**src/rtl/date_display_ctrl.sv**
```systemverilog
// Debounced two-key controller for the LED bank and the six-digit date display.
// key[0] toggles LED inversion; key[1] cycles the display mode A -> B -> AUTO.
module date_display_ctrl #(
  parameter int unsigned DEBOUNCE_CYCLES = 500000,
  parameter int unsigned DWELL_CYCLES    = 100000000,
  parameter logic [23:0] DATE_A          = 24'h082301,
  parameter logic [23:0] DATE_B          = 24'h082401,
  parameter bit          SUPPRESS_LZ     = 1'b1
) (
  input  logic        clk,
  input  logic        reset,
  input  logic [1:0]  key,
  input  logic [7:0]  switch,
  output logic [9:0]  leds,
  output logic [23:0] digits,
  output logic [5:0]  blank,
  output logic [1:0]  mode
);

  localparam int unsigned DebW   = (DEBOUNCE_CYCLES > 1) ? $clog2(DEBOUNCE_CYCLES) : 1;
  localparam int unsigned DwellW = $clog2(DWELL_CYCLES);
  localparam logic [DebW-1:0]   DebMax   = DebW'(DEBOUNCE_CYCLES - 1);
  localparam logic [DwellW-1:0] DwellMax = DwellW'(DWELL_CYCLES - 1);

  typedef enum logic [1:0] {
    ShowA   = 2'd0,
    ShowB   = 2'd1,
    Auto    = 2'd2,
    Illegal = 2'd3
  } state_e;

  logic [1:0]      sync1_q, sync2_q;
  logic [1:0]      level_q, level_d;
  logic [1:0]      press;
  logic [DebW-1:0] cnt_q [2];
  logic [DebW-1:0] cnt_d [2];

  state_e            state_q, state_d;
  logic              sel_q, sel_d;
  logic              invert_q;
  logic [DwellW-1:0] dwell_q, dwell_d;
  logic [9:0]        leds_q;
  logic [23:0]       digits_q;

  // The press strobe fires in the cycle the debounced level commits from 1 to 0.
  always_comb begin
    for (int i = 0; i < 2; i++) begin
      level_d[i] = level_q[i];
      cnt_d[i]   = '0;
      press[i]   = 1'b0;
      if (sync2_q[i] != level_q[i]) begin
        if (cnt_q[i] == DebMax) begin
          level_d[i] = sync2_q[i];
          press[i]   = level_q[i];
        end else begin
          cnt_d[i] = cnt_q[i] + 1'b1;
        end
      end
    end
  end

  always_comb begin
    state_d = state_q;
    sel_d   = sel_q;
    dwell_d = '0;
    case (state_q)
      ShowA: begin
        sel_d = 1'b0;
        if (press[1]) begin
          state_d = ShowB;
          sel_d   = 1'b1;
        end
      end
      ShowB: begin
        sel_d = 1'b1;
        if (press[1]) begin
          state_d = Auto;
          sel_d   = 1'b0;
        end
      end
      Auto: begin
        // A key[1] press beats a coincident dwell wrap.
        if (press[1]) begin
          state_d = ShowA;
          sel_d   = 1'b0;
        end else if (dwell_q == DwellMax) begin
          sel_d = ~sel_q;
        end else begin
          dwell_d = dwell_q + 1'b1;
        end
      end
      default: begin
        state_d = ShowA;
        sel_d   = 1'b0;
      end
    endcase
  end

  always_ff @(posedge clk or posedge reset) begin
    if (reset) begin
      sync1_q  <= 2'b11;
      sync2_q  <= 2'b11;
      level_q  <= 2'b11;
      for (int i = 0; i < 2; i++) cnt_q[i] <= '0;
      state_q  <= ShowA;
      sel_q    <= 1'b0;
      invert_q <= 1'b0;
      dwell_q  <= '0;
      leds_q   <= '0;
      digits_q <= DATE_A;
    end else begin
      sync1_q  <= key;
      sync2_q  <= sync1_q;
      level_q  <= level_d;
      for (int i = 0; i < 2; i++) cnt_q[i] <= cnt_d[i];
      state_q  <= state_d;
      sel_q    <= sel_d;
      invert_q <= invert_q ^ press[0];
      dwell_q  <= dwell_d;
      leds_q   <= {state_q == Auto, invert_q, switch ^ {8{invert_q}}};
      digits_q <= sel_q ? DATE_B : DATE_A;
    end
  end

  assign leds   = leds_q;
  assign digits = digits_q;
  assign blank  = {SUPPRESS_LZ & (digits_q[23:20] == 4'd0), 5'b0};
  assign mode   = state_q;

endmodule

```
**config.mk**
```make
export PLATFORM = sky130hd
export DESIGN_NAME = date_display_ctrl
export DESIGN_NICKNAME = d
export VERILOG_FILES = /design/src/rtl/date_display_ctrl.sv
export SDC_FILE = /design/constraint.sdc
export NUM_CORES = 1
export LEC_CHECK = 0
export ABC_AREA = 1
export CAP_MARGIN = 20
export CELL_PAD_IN_SITES_DETAIL_PLACEMENT = 2
export CELL_PAD_IN_SITES_GLOBAL_PLACEMENT = 2
export CORE_ASPECT_RATIO = 1.5
export CORE_UTILIZATION = 33
export DETAILED_ROUTE_END_ITERATION = 10
export GPL_ROUTABILITY_DRIVEN = 0
export PLACE_DENSITY = 0.81
export SLEW_MARGIN = 25
export SYNTH_ARGS = -nofsm -noshare
export SYNTH_HDL_FRONTEND = slang
export SYNTH_SLANG_ARGS = --single-unit
export TNS_END_PERCENT = 50
```
**constraint.sdc**
```tcl
create_clock -name clk -period 3.6 [get_ports clk]
set_input_delay 0.72 -clock clk [delete_from_list [all_inputs] [get_ports clk]]
set_output_delay 0.72 -clock clk [all_outputs]
set_load 0.005 [all_outputs]
```
==> out/qor.yml <==
outcome:
  outcome: "completed"
setup_path:
  startpoint_type: "register"
  crit_buf_inv: 1
  crit_family: "flip-flops"
  endpoint: "digits[9]"
  critPathMaxFanout: 2
  slowest_stage: "dfstp_2"
  r2r_start: "dwell_q[0]"
  cp_data_arrival_time_ns: 1.41
  reg2reg_to: "sel_q"
  cpPeakStageDelay_ns: 0.56
  cp-end-kind: "output pin"
  cp.required_ns: 2.88
  worstPathCellList: "clkdlybuf4s50_1"
  path_class: "reg -> out"
  crit_path_start: "digits[9]"
  r2r_cells: 9
  cp.depth: 1
  r2r_slack_ns: 1.65
cells_and_area:
  areaGrowthSynthToFinish_pct: 13.3
  multi_input_area_um2: 2230
  final_util: 0.382
  fill_cells: 1677
  nets: 670
  drive_above_1_share: 0.0742
  diodes: 0
  regArea_um2: 2190
global_routing:
  grt_pass1_vias: 4639
  track_usage: 0.201
  grt_pass1_wl_um: 23400
  antenna_found_initial: 0
  grt_max_degree: 88
  overflow: 0
routing:
  dr_wl_met2_um: 8200
  vias: 4107
  wl_um: 14200
  top_layer_used: "met4"
  drc: 0
  vias_per_cell: 4.80
  wl_met3_um: 266
  dr.pass1.iters: 4
  ant_nets: 0
  drtIter0Drc: 113
  m1WireLength_um: 5500
  wire_per_inst_um: 16.6
clock_network:
  cts_made_buffers: 9
  cts_num_sinks: 87
  cts_setup_buffers: 0
  clkTransAtPathRegs_ns: 0.08
  clockBufferDepth: 2
  htreeDepth: 3
  cts_root_buf: "clkbuf_16"
  clk_latency_ns: 0.35
  postCtsHoldBufs: 0
  cts_tree: "done"
  cts_resized: 0
pwr:
  switching_share: 0.257
  pwr-share-seq: 0.491
  peakVddDrop_v: 0.000186
  switching_power_uw: 521
  power.density_nw_per_um2: 366
  pwr-share-comb: 0.039
  p_int_mw: 1.51
  pwr-share-clk: 0.469
  p_leak_nw: 2.24
timing:
  tightest_slew_ns: 0.709
  period_minus_slack_ns: 2.13
  slew_viol_final: 0
  slew_headroom: 0.525
  finalSetupViolations: 0
  holdWs_ns: 0.359
  finalSetupTns_ns: 0
  final-hold-violation-count: 0
  max_freq_mhz: 469
  skew_ns: 0.0125
  rsz0062_at_grt: "no"
  fin_crit_sh: 0.592
hold_path:
  min_path_type: "reg -> reg"
  whs_path_depth: 0
synthesis:
  async_flop_share: 1.00
  yosys_warnings: 0
  ys_ff_latch: 87
  netlist.area_leader.share: 0.409
  synth.area.top_cells: "dfrtp_1 41%, nor2_1 9.1%, nand2_1 8.9%"
  synth_top_cell_by_area: "dfrtp_1"
  synth-main-ff-cell: "dfrtp_1"
  mappedNetlistArea_um2: 4890
  seq_area_frac_synth: 0.447
  ys_types: 36
  synth_edf_count: 0
  syn_inst: 626
  synth_area_per_cell_um2: 7.82
floorplan:
  dieWidth_um: 101
  fp.dieH_um: 151
  start_util: 0.337
  fp.coreArea_um2: 14500
  num_rows: 54
  dieArea_um2: 15300
  io_pins: 54
placement:
  dp_hpwl_um: 10800
  io_buffers: 26
job:
  drv_cap: 0
-- layout by cell type, fill, tap and decap left out, types with 3 or more instances in the layout --
cell and count:
dfstp_2 7, nor3_1 33, ha_1 3, clkdlybuf4s50_1 26, nor2_1 119, nor2_2 12
xnor2_1 8, a21oi_1 13, conb_1 27, nand3_1 32, o21ai_0 11, nand4_1 26
inv_1 76, xor2_1 31, clkbuf_16 9, nand2_1 116, nor3b_1 3, dfrtp_1 80
-- flip-flops by register name, indices dropped and copies added (netlist names), 2 cells and up --
register and cells:
cnt_q 38, digits 2, dwell_q 27, leds 10, level_q 2, mode 2
sync1_q 2, sync2_q 2
-- through the flow --
step	instances	instance area, um^2	power [mW]	worst slack (ns)
global route	856	5540	2.11	1.43
finish	856	5540	2.03	1.47
global placement	840	5250	1.09	1.69
CTS	856	5540	2.06	1.45
detailed placement	840	5250	1.10	1.63
floorplan	651	4990	1.08	0.641
-- cells in the mapped netlist, drive strengths merged, types with 2 or more instances --
cell type  instances
xor2              31
nor3              35
dfstp              7
xnor2              8
a21oi             14
conb               2
o21ai             12
ha                 3
nand3             36
dfrtp             80
buf               33
inv               79
nand2            117
nor2             131
nand3b             2
nand4             27
nor3b              3
-- worst min-delay path by stage --
stage	slack, ns	startpoint	end
final	0.36	sync1_q[0]	sync2_q[0]
after detailed placement	0.35	sync1_q[0]	sync2_q[0]
after CTS	0.36	sync1_q[0]	sync2_q[0]
after global placement	0.35	sync1_q[0]	sync2_q[0]
after floorplan	0.35	sync1_q[0]	sync2_q[0]
after global routing	0.37	sync1_q[0]	sync2_q[0]
-- final cells by class --
class                      instances  area share
tap                              196      0.0442
inverter                          80      0.0544
multi-input combinational        450       0.403
sequential                        87       0.394
clock buffer                       9      0.0406
timing repair buffer              27      0.0506
clock inverter                     7      0.0131
-- metal layers --
metal | vias up | global-route usage
met3 | 19 | 0.0328
met2 | 43 | 0.382
met4 | 0 | 0.0746
li1 | 1989 | -
met5 | - | 0
met1 | 2056 | 0.221
-- cells by family after synthesis --
logic type | Yosys count | synth area share
AOI/OAI and AO/OA | 28 | 0.0322
xor gates and xnor gates | 39 | 0.0698
adders and majority gates | 3 | 0.00767
buffers and inverters | 114 | 0.116
DFF | 87 | 0.447
other | 2 | 0.00154
and+or+nand+nor | 353 | 0.326
-- power groups by stage --
| stage | clock network [mW] | logic (mW) | registers, mW |
|---|---|---|---|
| 2_1_floorplan | 0 | 0.0619 | 1.02 |
| 3_5_place_dp | 0 | 0.0817 | 1.02 |
| 6_report | 0.954 | 0.0797 | 0.999 |
| 5_1_grt | 1.02 | 0.0909 | 1.00 |
| 4_1_cts | 0.979 | 0.0820 | 0.999 |
| 3_3_place_gp | 0 | 0.0776 | 1.02 |
(Power assumes the default switching activity.)
